**src/rtl/multicycle_ctrl_pkg.sv**
```systemverilog
// Shared constants for the MIPS-lite controllers: sequencer states, opcode/funct
// values, datapath select encodings and the latched instruction class.
package multicycle_ctrl_pkg;

    localparam logic [4:0] JAL_REG = 5'd31;

    localparam logic [2:0] S_FETCH  = 3'd0;
    localparam logic [2:0] S_DECODE = 3'd1;
    localparam logic [2:0] S_EXE    = 3'd2;
    localparam logic [2:0] S_MEM    = 3'd3;
    localparam logic [2:0] S_WB     = 3'd4;

    localparam logic [5:0] OP_RTYPE = 6'b000000;
    localparam logic [5:0] OP_ORI   = 6'b001101;
    localparam logic [5:0] OP_LUI   = 6'b001111;
    localparam logic [5:0] OP_LW    = 6'b100011;
    localparam logic [5:0] OP_SW    = 6'b101011;
    localparam logic [5:0] OP_BEQ   = 6'b000100;
    localparam logic [5:0] OP_JAL   = 6'b000011;

    localparam logic [5:0] FN_ADDU  = 6'b100001;
    localparam logic [5:0] FN_SUBU  = 6'b100011;
    localparam logic [5:0] FN_JR    = 6'b001000;

    localparam logic [1:0] WRSEL_RT = 2'b00;
    localparam logic [1:0] WRSEL_RD = 2'b01;
    localparam logic [1:0] WRSEL_RA = 2'b10;

    localparam logic [1:0] WDSEL_ALU = 2'b00;
    localparam logic [1:0] WDSEL_DM  = 2'b01;
    localparam logic [1:0] WDSEL_PC4 = 2'b10;

    localparam logic [1:0] ALU_ADD = 2'b00;
    localparam logic [1:0] ALU_SUB = 2'b01;
    localparam logic [1:0] ALU_OR  = 2'b10;

    typedef enum logic [3:0] {
        CLS_NOP,
        CLS_ADDU,
        CLS_SUBU,
        CLS_JR,
        CLS_ORI,
        CLS_LUI,
        CLS_LW,
        CLS_SW,
        CLS_BEQ,
        CLS_JAL
    } cls_e;

    function automatic logic cls_writes_rf(cls_e c);
        return (c == CLS_ADDU) || (c == CLS_SUBU) || (c == CLS_ORI) ||
               (c == CLS_LUI)  || (c == CLS_LW)   || (c == CLS_JAL);
    endfunction

endpackage

```
**src/rtl/multicycle_ctrl_decode.sv**
```systemverilog
// Combinational op/funct classifier; anything outside the supported set is
// reported as illegal and classed as NOP.
module multicycle_ctrl_decode
    import multicycle_ctrl_pkg::*;
(
    input  logic [5:0] op_i,
    input  logic [5:0] funct_i,
    output cls_e       cls_o,
    output logic       illegal_o
);

    always_comb begin
        cls_o     = CLS_NOP;
        illegal_o = 1'b0;
        case (op_i)
            OP_RTYPE: begin
                case (funct_i)
                    FN_ADDU: cls_o     = CLS_ADDU;
                    FN_SUBU: cls_o     = CLS_SUBU;
                    FN_JR:   cls_o     = CLS_JR;
                    default: illegal_o = 1'b1;
                endcase
            end
            OP_ORI:  cls_o     = CLS_ORI;
            OP_LUI:  cls_o     = CLS_LUI;
            OP_LW:   cls_o     = CLS_LW;
            OP_SW:   cls_o     = CLS_SW;
            OP_BEQ:  cls_o     = CLS_BEQ;
            OP_JAL:  cls_o     = CLS_JAL;
            default: illegal_o = 1'b1;
        endcase
    end

endmodule

```
**src/rtl/multicycle_ctrl.sv**
```systemverilog
// Five-state FETCH/DECODE/EXE/MEM/WB sequencer for the MIPS-lite datapath.
// Define CTRL_PERF_CNT_EN to add the cycle_cnt/instr_cnt performance counters.
module multicycle_ctrl
    import multicycle_ctrl_pkg::*;
(
    input  logic       clk,
    input  logic       reset,
    input  logic [5:0] op,
    input  logic [5:0] funct,
    input  logic       zero,
    input  logic       imem_ready,
    input  logic       dmem_ready,
    output logic       PCWr,
    output logic       IRWr,
    output logic       imem_req,
    output logic       dmem_req,
    output logic       RFWr,
    output logic       DMWr,
    output logic [1:0] WRsel,
    output logic [1:0] WDsel,
    output logic       EXTOp,
    output logic       Bsel,
    output logic [1:0] ALUOp,
    output logic       Br,
    output logic       LUIsel,
    output logic       Jal,
    output logic       Jr,
    output logic       illegal,
    output logic [2:0] state
`ifdef CTRL_PERF_CNT_EN
    ,
    output logic [31:0] cycle_cnt,
    output logic [31:0] instr_cnt
`endif
);

    logic [2:0] state_q, state_d;
    cls_e       class_q;
    cls_e       dec_cls;
    logic       dec_illegal;

    multicycle_ctrl_decode ctrl_decode (
        .op_i      (op),
        .funct_i   (funct),
        .cls_o     (dec_cls),
        .illegal_o (dec_illegal)
    );

    always_ff @(posedge clk or posedge reset) begin
        if (reset) begin
            state_q <= S_FETCH;
            class_q <= CLS_NOP;
        end else begin
            state_q <= state_d;
            if (state_q == S_DECODE) begin
                class_q <= dec_cls;
            end
        end
    end

    always_comb begin
        state_d  = S_FETCH;
        PCWr     = 1'b0;
        IRWr     = 1'b0;
        imem_req = 1'b0;
        dmem_req = 1'b0;
        RFWr     = 1'b0;
        DMWr     = 1'b0;
        WRsel    = WRSEL_RT;
        WDsel    = WDSEL_ALU;
        EXTOp    = 1'b0;
        Bsel     = 1'b0;
        ALUOp    = ALU_ADD;
        Br       = 1'b0;
        LUIsel   = 1'b0;
        Jal      = 1'b0;
        Jr       = 1'b0;
        illegal  = 1'b0;
        case (state_q)
            S_FETCH: begin
                imem_req = 1'b1;
                if (imem_ready) begin
                    IRWr    = 1'b1;
                    PCWr    = 1'b1;
                    state_d = S_DECODE;
                end else begin
                    state_d = S_FETCH;
                end
            end
            S_DECODE: begin
                if (dec_illegal) begin
                    illegal = 1'b1;
                    state_d = S_FETCH;
                end else if (dec_cls == CLS_JAL) begin
                    state_d = S_WB;
                end else begin
                    state_d = S_EXE;
                end
            end
            S_EXE: begin
                case (class_q)
                    CLS_ADDU: begin ALUOp = ALU_ADD; state_d = S_WB; end
                    CLS_SUBU: begin ALUOp = ALU_SUB; state_d = S_WB; end
                    CLS_ORI:  begin ALUOp = ALU_OR; Bsel = 1'b1; state_d = S_WB; end
                    CLS_LUI:  begin Bsel = 1'b1; state_d = S_WB; end
                    CLS_LW, CLS_SW: begin
                        Bsel    = 1'b1;
                        EXTOp   = 1'b1;
                        state_d = S_MEM;
                    end
                    CLS_BEQ: begin
                        ALUOp = ALU_SUB;
                        EXTOp = 1'b1;
                        Br    = 1'b1;
                        PCWr  = zero;
                    end
                    CLS_JR: begin
                        Jr   = 1'b1;
                        PCWr = 1'b1;
                    end
                    default: state_d = S_FETCH;
                endcase
            end
            S_MEM: begin
                // DMWr is a level qualifier: it stays up for every wait cycle.
                if ((class_q == CLS_LW) || (class_q == CLS_SW)) begin
                    dmem_req = 1'b1;
                    DMWr     = (class_q == CLS_SW);
                    if (!dmem_ready) begin
                        state_d = S_MEM;
                    end else if (class_q == CLS_LW) begin
                        state_d = S_WB;
                    end
                end
            end
            S_WB: begin
                RFWr = cls_writes_rf(class_q);
                case (class_q)
                    CLS_ADDU, CLS_SUBU: WRsel = WRSEL_RD;
                    CLS_LUI: LUIsel = 1'b1;
                    CLS_LW:  WDsel = WDSEL_DM;
                    CLS_JAL: begin
                        WRsel = WRSEL_RA;
                        WDsel = WDSEL_PC4;
                        Jal   = 1'b1;
                        PCWr  = 1'b1;
                    end
                    default: ;
                endcase
            end
            default: state_d = S_FETCH;
        endcase

        // Outputs stay quiet for as long as reset is held, including the FETCH request.
        if (reset) begin
            PCWr     = 1'b0;
            IRWr     = 1'b0;
            imem_req = 1'b0;
            dmem_req = 1'b0;
            RFWr     = 1'b0;
            DMWr     = 1'b0;
            WRsel    = WRSEL_RT;
            WDsel    = WDSEL_ALU;
            EXTOp    = 1'b0;
            Bsel     = 1'b0;
            ALUOp    = ALU_ADD;
            Br       = 1'b0;
            LUIsel   = 1'b0;
            Jal      = 1'b0;
            Jr       = 1'b0;
            illegal  = 1'b0;
        end
    end

    assign state = state_q;

`ifdef CTRL_PERF_CNT_EN
    logic [31:0] cycle_cnt_q, instr_cnt_q;

    // DECODE->FETCH only happens on an illegal instruction, so it is not counted.
    always_ff @(posedge clk or posedge reset) begin
        if (reset) begin
            cycle_cnt_q <= '0;
            instr_cnt_q <= '0;
        end else begin
            cycle_cnt_q <= cycle_cnt_q + 32'd1;
            if ((state_q != S_FETCH) && (state_q != S_DECODE) && (state_d == S_FETCH)) begin
                instr_cnt_q <= instr_cnt_q + 32'd1;
            end
        end
    end

    assign cycle_cnt = cycle_cnt_q;
    assign instr_cnt = instr_cnt_q;
`endif

endmodule

```
**config.mk**
```make
export PLATFORM = sky130hd
export DESIGN_NAME = multicycle_ctrl
export DESIGN_NICKNAME = d
export VERILOG_FILES = /design/src/rtl/multicycle_ctrl_pkg.sv /design/src/rtl/multicycle_ctrl_decode.sv /design/src/rtl/multicycle_ctrl.sv
export SDC_FILE = /design/constraint.sdc
export NUM_CORES = 1
export LEC_CHECK = 0
export CORE_AREA = 2 2 54 56
export CTS_CLUSTER_SIZE = 8
export DETAILED_ROUTE_END_ITERATION = 7
export DIE_AREA = 0 0 56 58
export PLACE_DENSITY = 0.73
export SLEW_MARGIN = 25
export SYNTH_ARGS = -nofsm -noshare
export SYNTH_HDL_FRONTEND = slang
export SYNTH_SLANG_ARGS = --single-unit
```
**constraint.sdc**
```tcl
create_clock -name clk -period 3 [get_ports clk]
set_input_delay 0.75 -clock clk [delete_from_list [all_inputs] [get_ports clk]]
set_output_delay 0.75 -clock clk [all_outputs]
set_load 0.02 [all_outputs]
```
==> run_summary.xml, run 1 <==
<?xml version="1.0" encoding="UTF-8"?>
<metrics>
  <group name="job">
    <metric name="cap_viol_max_count" unit="">0</metric>
  </group>
  <group name="synthesis">
    <metric name="synth-seq-area-share" unit="%">21.9</metric>
    <metric name="syn_inst" unit="">109</metric>
    <metric name="synth.top_cells.by_area" unit="">dfrtp_1, nor2_1, nor3_1, a21oi_1, nand2b_1</metric>
    <metric name="synth_fp_nets" unit="">126</metric>
    <metric name="most_instantiated_library_cell_after_synthesis" unit="">nor2_1</metric>
    <metric name="synth_simple_gate_area_share" unit="%">45.5</metric>
    <metric name="yosys.cell_types.count" unit="">38</metric>
    <metric name="yosys_warnings" unit="">0</metric>
    <metric name="ys_top_cells_by_count" unit="">nor2_1, nor3_1, a21oi_1, dfrtp_1, nand3_1</metric>
    <metric name="synth-xor-area-share" unit="%">3.29</metric>
    <metric name="async_flop_share" unit="%">100</metric>
    <metric name="synth_compound_area_share" unit="%">22.5</metric>
    <metric name="netlist_area" unit="um^2">800</metric>
    <metric name="synth_top_family_by_area" unit="">simple AND/OR/NAND/NOR gates</metric>
    <metric name="post-synth-top-area-fraction" unit="%">21.9</metric>
    <metric name="synthFlopType" unit="">dfrtp_1</metric>
    <metric name="ys_seq_elements" unit="">7</metric>
    <metric name="synth_top_cell_by_area" unit="">dfrtp_1</metric>
    <metric name="yosys.area_share.adder" unit="%">0</metric>
    <metric name="synthMuxAreaShare" unit="%">1.25</metric>
    <metric name="syn-mean-instance-area" unit="um^2">7.34</metric>
    <metric name="synth_enable_flop_cells" unit="">0</metric>
  </group>
  <group name="timing">
    <metric name="max-slew-margin-rel" unit="%">74.3</metric>
    <metric name="grt_setup_unrepaired" unit="">no</metric>
    <metric name="final.setup_skew" unit="ns">0.000468</metric>
    <metric name="hold_slack" unit="ns">0.638</metric>
    <metric name="tightest_slew" unit="ns">0.385</metric>
    <metric name="timing_hold_violations_final" unit="">0</metric>
    <metric name="finalSetupViolCount" unit="">0</metric>
    <metric name="maxSlewViolCount" unit="">0</metric>
    <metric name="max_clock_freq" unit="GHz">0.340</metric>
    <metric name="tns" unit="ns">0</metric>
    <metric name="min_period" unit="ns">2.94</metric>
    <metric name="period_share" unit="%">97.9</metric>
  </group>
  <group name="die">
    <metric name="fp.coreArea" unit="mm^2">0.00266</metric>
    <metric name="top_level_ports" unit="">39</metric>
    <metric name="fp.dieH" unit="um">58</metric>
    <metric name="initial_core_utilization" unit="%">30.0</metric>
    <metric name="die_area" unit="mm^2">0.00325</metric>
    <metric name="die_width" unit="um">56</metric>
    <metric name="number_of_standard_cell_rows_in_the_floorplan" unit="">19</metric>
  </group>
  <group name="critical_path">
    <metric name="reg2reg_from" unit="">state[0]</metric>
    <metric name="endpoint_kind" unit="">output pin</metric>
    <metric name="crit-reg2reg-capture" unit="">state[1]</metric>
    <metric name="setup.worst_path.class" unit="">in -&gt; out</metric>
    <metric name="timing.critical_path.fanout_max" unit="">7</metric>
    <metric name="ff2ff_path_depth" unit="">5</metric>
    <metric name="worst_ep_required_time" unit="ns">2.25</metric>
    <metric name="critical_path_arrival" unit="ns">2.19</metric>
    <metric name="startpoint_type" unit="">input pin</metric>
    <metric name="setup.reg_to_reg.worst_slack" unit="ns">1.16</metric>
  </group>
  <group name="routing">
    <metric name="dr.first_iter.drc_count" unit="">23</metric>
    <metric name="drt_pass1_iterations" unit="">4</metric>
    <metric name="routed_wire_length" unit="mm">2.65</metric>
    <metric name="dr_total_vias" unit="">1089</metric>
    <metric name="drt.antenna.violating_nets" unit="">0</metric>
    <metric name="post_drt_wl_per_cell" unit="um">13.4</metric>
    <metric name="vias_per_cell" unit="">5.53</metric>
    <metric name="drc" unit="">0</metric>
  </group>
  <group name="clocking">
    <metric name="clock_path_buffers" unit="">2</metric>
    <metric name="cts_tree" unit="">yes</metric>
    <metric name="cts_setup_buffers" unit="">0</metric>
    <metric name="ctsRootBufferMaster" unit="">clkbuf_4</metric>
    <metric name="clk-insertion-delay-late" unit="ns">0.26</metric>
    <metric name="cts.sinks" unit="">7</metric>
    <metric name="clkTransAtPathRegs" unit="ns">0.05</metric>
    <metric name="cts.htree.levels" unit="">1</metric>
    <metric name="cts_buffers" unit="">3</metric>
    <metric name="hold_buffers" unit="">0</metric>
  </group>
  <group name="place">
    <metric name="gp_congestion" unit="">0.784</metric>
    <metric name="place_inst" unit="">193</metric>
    <metric name="number_of_buffer_cells_added_on_primary_ports" unit="">38</metric>
    <metric name="place_hpwl" unit="mm">2.04</metric>
  </group>
  <group name="min_path">
    <metric name="holdPathStages" unit="">1</metric>
    <metric name="hold-path-endpoint" unit="">state[0]</metric>
    <metric name="min_from" unit="">state[2]</metric>
    <metric name="min_path_type" unit="">reg -&gt; reg</metric>
  </group>
  <group name="global_routing">
    <metric name="grt_pass1_wl" unit="mm">4.14</metric>
    <metric name="first_global_vias" unit="">971</metric>
    <metric name="grt_use_total" unit="%">16.0</metric>
    <metric name="grt-ovfl-total" unit="">0</metric>
    <metric name="grt_antenna_before_repair" unit="">0</metric>
    <metric name="maximum_number_of_pins_on_one_net_before_global_route_repair" unit="">13</metric>
  </group>
  <group name="pwr">
    <metric name="max-vdd-ir-drop" unit="V">0.000180</metric>
    <metric name="p_total" unit="W">0.000349</metric>
    <metric name="power_density" unit="mW/mm^2">249</metric>
    <metric name="cellLeakagePower" unit="nW">0.616</metric>
  </group>
  <group name="finish">
    <metric name="fin_cells" unit="">197</metric>
    <metric name="nFillCells" unit="">266</metric>
    <metric name="post_route_cells_drive_above_1_share" unit="%">25.9</metric>
    <metric name="diodes" unit="">0</metric>
    <metric name="multi_input_area" unit="um^2">637</metric>
    <metric name="sequential_cell_area" unit="um^2">175</metric>
    <metric name="numnets_final" unit="">184</metric>
    <metric name="syn2layout_area_growth" unit="%">75.6</metric>
  </group>
  <group name="run_status">
    <metric name="run_status" unit="">finished, final reports clean</metric>
  </group>
</metrics>
[cell usage in the layout, fill, tap and decap left out, types with 2 or more instances in the layout]
cell | netlist | routed
a21oi_1 | 7 | 6
a22oi_1 | 3 | 3
and2_1 | 2 | 2
buf_4 | 0 | 22
clkbuf_2 | 0 | 3
clkbuf_4 | 0 | 3
clkdlybuf4s50_1 | 0 | 17
dfrtp_1 | 7 | 7
dlygate4sd2_1 | 0 | 13
dlymetal6s2s_1 | 0 | 2
inv_1 | 3 | 3
nand2_1 | 5 | 5
nand2b_1 | 5 | 5
nand3_1 | 6 | 5
nand3b_1 | 2 | 2
nor2_1 | 13 | 13
nor2b_1 | 5 | 3
nor3_1 | 8 | 8
nor4_1 | 4 | 3
nor4_2 | 2 | 2
nor4b_2 | 2 | 3
o21ai_0 | 2 | 2
o21ai_1 | 3 | 3
xnor2_1 | 3 | 3
[area by class of cell]
cell class                      count  share of cell area [%]
Multi-Input combinational cell     92                    45.4
Sequential cell                     7                    12.5
Clock buffer                        4                    1.87
Inverter                            3                   0.802
Tap cell                           31                    2.76
Timing Repair Buffer               60                    36.7
[worst max-delay path, stage by stage]
cell and delay, ns:
clkdlybuf4s50_1 0.50, inv_1 0.13, nand3_2 0.17, a311oi_1 0.26, dlygate4sd2_1 0.38
[metrics by stage]
step	setup slack, ns	util [%]	instance area (um^2)
2_1_floorplan	0.378	-	800
3_3_place_gp	-0.343	50.8	1350
3_5_place_dp	-0.451	50.8	1350
4_1_cts	0.000431	51.6	1370
5_1_grt	0.00259	52.7	1400
6_report	0.0625	52.7	1400
[where the power goes]
group	total [W]	leakage, nW	switching, W	internal (W)
registers	0.000119	0.0938	0.0000180	0.000101
logic	0.000145	0.507	0.0000704	0.0000741
clock network	0.0000855	0.0150	0.0000348	0.0000507
[sequential cells by signal, summed over array words and instances (netlist names)]
name     cells
class_q      4
state        3
[how the worst max path moves through the flow]
stage / start / to / cells past startpoint
5_1_grt: op[1] / illegal / 7
2_1_floorplan: reset / WRsel[0] / 3
3_3_place_gp: reset / ALUOp[0] / 4
3_5_place_dp: op[3] / illegal / 6
4_1_cts: reset / Jr / 4
6_report: reset / RFWr / 5
[routing by layer]
metal  vias up  GRT usage (%)  share of wire [%]
li1        524              -                  -
met4         0           6.80                2.8
met5         -              0                  0
met1       513           16.3                 39
met3         9           3.57                5.8
met2        43           31.4                 53
[timing repair]
| action | CTS | global route |
|---|---|---|
| pin swaps | 0 | 0 |
| cloned | 0 | 0 |
| gates resized for setup | 32 | 17 |
| hold endpoints to repair | 0 | 0 |
| setup endpoints to repair | 19 | 7 |
[kinds of logic (layout without fill, tap and decap cells)]
kind of cell,count (synthesis),after routing
xor+xnor,3,3
mux,1,1
buf+inv,10,67
compound gates,27,27
simple gates,61,61
flops,7,7
Note: power is estimated with default switching activity, not from simulation.
==> run 2: changes to the inputs <==
==> constraint.sdc (replaced) <==
create_clock -name clk -period 3 [get_ports clk]
set_input_delay 0.75 -clock clk [delete_from_list [all_inputs] [get_ports clk]]
set_output_delay 0.75 -clock clk [all_outputs]
set_load 0.01 [all_outputs]
==> run_summary.xml, run 2 (synthesis gave the netlist of run 1 again) <==
<?xml version="1.0" encoding="UTF-8"?>
<metrics>
  <group name="min_path">
    <metric name="min_path_type" unit="">reg -&gt; reg</metric>
    <metric name="hold-path-endpoint" unit="">state[0]</metric>
    <metric name="min_from" unit="">state[2]</metric>
    <metric name="holdPathStages" unit="">1</metric>
  </group>
  <group name="critical_path">
    <metric name="crit-reg2reg-capture" unit="">state[1]</metric>
    <metric name="ff2ff_path_depth" unit="">5</metric>
    <metric name="worst_ep_required_time" unit="ns">2.25</metric>
    <metric name="critical_path_arrival" unit="ns">2.19</metric>
    <metric name="endpoint_kind" unit="">output pin</metric>
    <metric name="reg2reg_from" unit="">state[0]</metric>
    <metric name="timing.critical_path.fanout_max" unit="">4</metric>
    <metric name="startpoint_type" unit="">input pin</metric>
    <metric name="setup.reg_to_reg.worst_slack" unit="ns">1.22</metric>
    <metric name="setup.worst_path.class" unit="">in -&gt; out</metric>
  </group>
  <group name="finish">
    <metric name="layout_commonest_cell" unit="">clkdlybuf4s50_1</metric>
    <metric name="sequential_cell_area" unit="um^2">175</metric>
    <metric name="numnets_final" unit="">180</metric>
    <metric name="largest_reg_flops" unit="">4</metric>
    <metric name="syn2layout_area_growth" unit="%">70.7</metric>
    <metric name="final_cell_mix" unit="">clkdlybuf4s50_1, buf_4, nor2_1</metric>
    <metric name="final_design_area_no_fill" unit="mm^2">0.00137</metric>
    <metric name="post_route_cells_drive_above_1_share" unit="%">18.5</metric>
    <metric name="post-route-util" unit="%">51.3</metric>
    <metric name="diodes" unit="">0</metric>
    <metric name="multi_input_area" unit="um^2">609</metric>
    <metric name="largest-register" unit="">class_q</metric>
    <metric name="nFillCells" unit="">279</metric>
  </group>
  <group name="routing">
    <metric name="drt_pass1_iterations" unit="">4</metric>
    <metric name="post_drt_wl_per_cell" unit="um">12.3</metric>
    <metric name="dr_total_vias" unit="">1028</metric>
    <metric name="routed_wire_length" unit="mm">2.38</metric>
    <metric name="drc" unit="">0</metric>
    <metric name="drt.antenna.violating_nets" unit="">0</metric>
    <metric name="dr.first_iter.drc_count" unit="">16</metric>
    <metric name="vias_per_cell" unit="">5.33</metric>
  </group>
  <group name="pwr">
    <metric name="net-switching-power" unit="W">0.000109</metric>
    <metric name="power_density" unit="mW/mm^2">242</metric>
    <metric name="internal-power" unit="W">0.000221</metric>
    <metric name="cellLeakagePower" unit="nW">0.578</metric>
    <metric name="clkPwrFrac" unit="%">24.9</metric>
    <metric name="p_total" unit="W">0.000330</metric>
    <metric name="pwr-share-comb" unit="%">38.1</metric>
    <metric name="power_switching_share" unit="%">33.1</metric>
    <metric name="share_seq_of_total_power" unit="%">36.9</metric>
    <metric name="max-vdd-ir-drop" unit="V">0.000172</metric>
  </group>
  <group name="clocking">
    <metric name="cts.htree.levels" unit="">1</metric>
    <metric name="cts_tree" unit="">yes</metric>
    <metric name="cts_repair_resize_count" unit="">14</metric>
    <metric name="clkTransAtPathRegs" unit="ns">0.05</metric>
    <metric name="ctsRootBufferMaster" unit="">clkbuf_4</metric>
    <metric name="cts_buffers" unit="">3</metric>
    <metric name="cts.sinks" unit="">7</metric>
    <metric name="cts_setup_buffers" unit="">0</metric>
    <metric name="hold_buffers" unit="">0</metric>
    <metric name="clock_path_buffers" unit="">2</metric>
    <metric name="clk-insertion-delay-late" unit="ns">0.25</metric>
  </group>
  <group name="place">
    <metric name="placedInstanceArea" unit="mm^2">0.00132</metric>
    <metric name="gp_congestion" unit="">0.815</metric>
    <metric name="placement_setup_slack" unit="ns">-0.296</metric>
    <metric name="place_hpwl" unit="mm">1.93</metric>
    <metric name="number_of_buffer_cells_added_on_primary_ports" unit="">38</metric>
  </group>
  <group name="global_routing">
    <metric name="grt_antenna_before_repair" unit="">0</metric>
    <metric name="maximum_number_of_pins_on_one_net_before_global_route_repair" unit="">13</metric>
    <metric name="first_global_vias" unit="">969</metric>
    <metric name="grt_use_total" unit="%">14.7</metric>
    <metric name="grt_pass1_wl" unit="mm">3.92</metric>
    <metric name="grt-ovfl-total" unit="">0</metric>
  </group>
  <group name="job">
    <metric name="cap_viol_max_count" unit="">0</metric>
  </group>
  <group name="die">
    <metric name="initial_core_utilization" unit="%">30.0</metric>
    <metric name="fp.coreArea" unit="mm^2">0.00266</metric>
    <metric name="top_level_ports" unit="">39</metric>
    <metric name="die_width" unit="um">56</metric>
    <metric name="die_area" unit="mm^2">0.00325</metric>
    <metric name="fp.dieH" unit="um">58</metric>
    <metric name="number_of_standard_cell_rows_in_the_floorplan" unit="">19</metric>
  </group>
  <group name="timing">
    <metric name="period_share" unit="%">97.9</metric>
    <metric name="grt_setup_unrepaired" unit="">no</metric>
    <metric name="maxSlewViolCount" unit="">0</metric>
    <metric name="max-slew-margin-rel" unit="%">71.9</metric>
    <metric name="tightest_slew" unit="ns">0.422</metric>
    <metric name="setup_slack" unit="ns">0.0624</metric>
    <metric name="min_period" unit="ns">2.94</metric>
    <metric name="max_clock_freq" unit="GHz">0.340</metric>
    <metric name="final.setup_skew" unit="ns">0.00727</metric>
    <metric name="timing_hold_violations_final" unit="">0</metric>
    <metric name="finalSetupViolCount" unit="">0</metric>
  </group>
  <group name="run_status">
    <metric name="run_status" unit="">finished, final reports clean</metric>
  </group>
</metrics>
run 2: layer usage:
layer | part of all wire (%) | GRT usage, % | vias up
met5 | 0 | 0 | -
li1 | - | - | 513
met1 | 40 | 15.6 | 490
met2 | 54 | 28.9 | 23
met3 | 4.9 | 2.90 | 2
met4 | 0.34 | 5.10 | 0
run 2: worst max-delay path by stage:
| stage | start | to | slack [ns] | cells after the start |
|---|---|---|---|---|
| after global routing | reset | RFWr | 0.01 | 5 |
| final | reset | RFWr | 0.06 | 5 |
| after floorplan | reset | ALUOp[1] | 0.65 | 3 |
| after CTS | op[3] | illegal | 0.000008 | 6 |
| after detailed placement | reset | ALUOp[0] | -0.30 | 4 |
| after global placement | reset | ALUOp[0] | -0.27 | 4 |
run 2: worst max-delay path, cell delays in order:
cell and delay [ns]:
dlygate4sd2_1 0.29, inv_1 0.10, nand3_1 0.19, a311oi_1 0.27
clkdlybuf4s50_1 0.59
run 2: area by class of cell:
class,count,share of cell area [%]
multi-input combinational,92,44.6
tap,31,2.84
timing repair buffer,56,36.9
clock buffer,4,1.92
sequential,7,12.8
inverter,3,0.825
run 2: stage by stage:
stage	hold slack [ns]	setup TNS (ns)	cells
final	0.594	0	193
after global placement	0.564	-2.63	189
after CTS	0.585	0	193
after floorplan	0.557	0	109
after global routing	0.642	0	193
after detailed placement	0.575	-3.28	189
run 2: power by group through the flow:
stage	clock network, W	registers (W)	logic (W)
after floorplan	0	0.000107	0.0000755
after global placement	0	0.000122	0.000122
after detailed placement	0	0.000123	0.000125
after CTS	0.0000851	0.000121	0.000125
after global routing	0.0000882	0.000125	0.000138
final	0.0000823	0.000122	0.000126
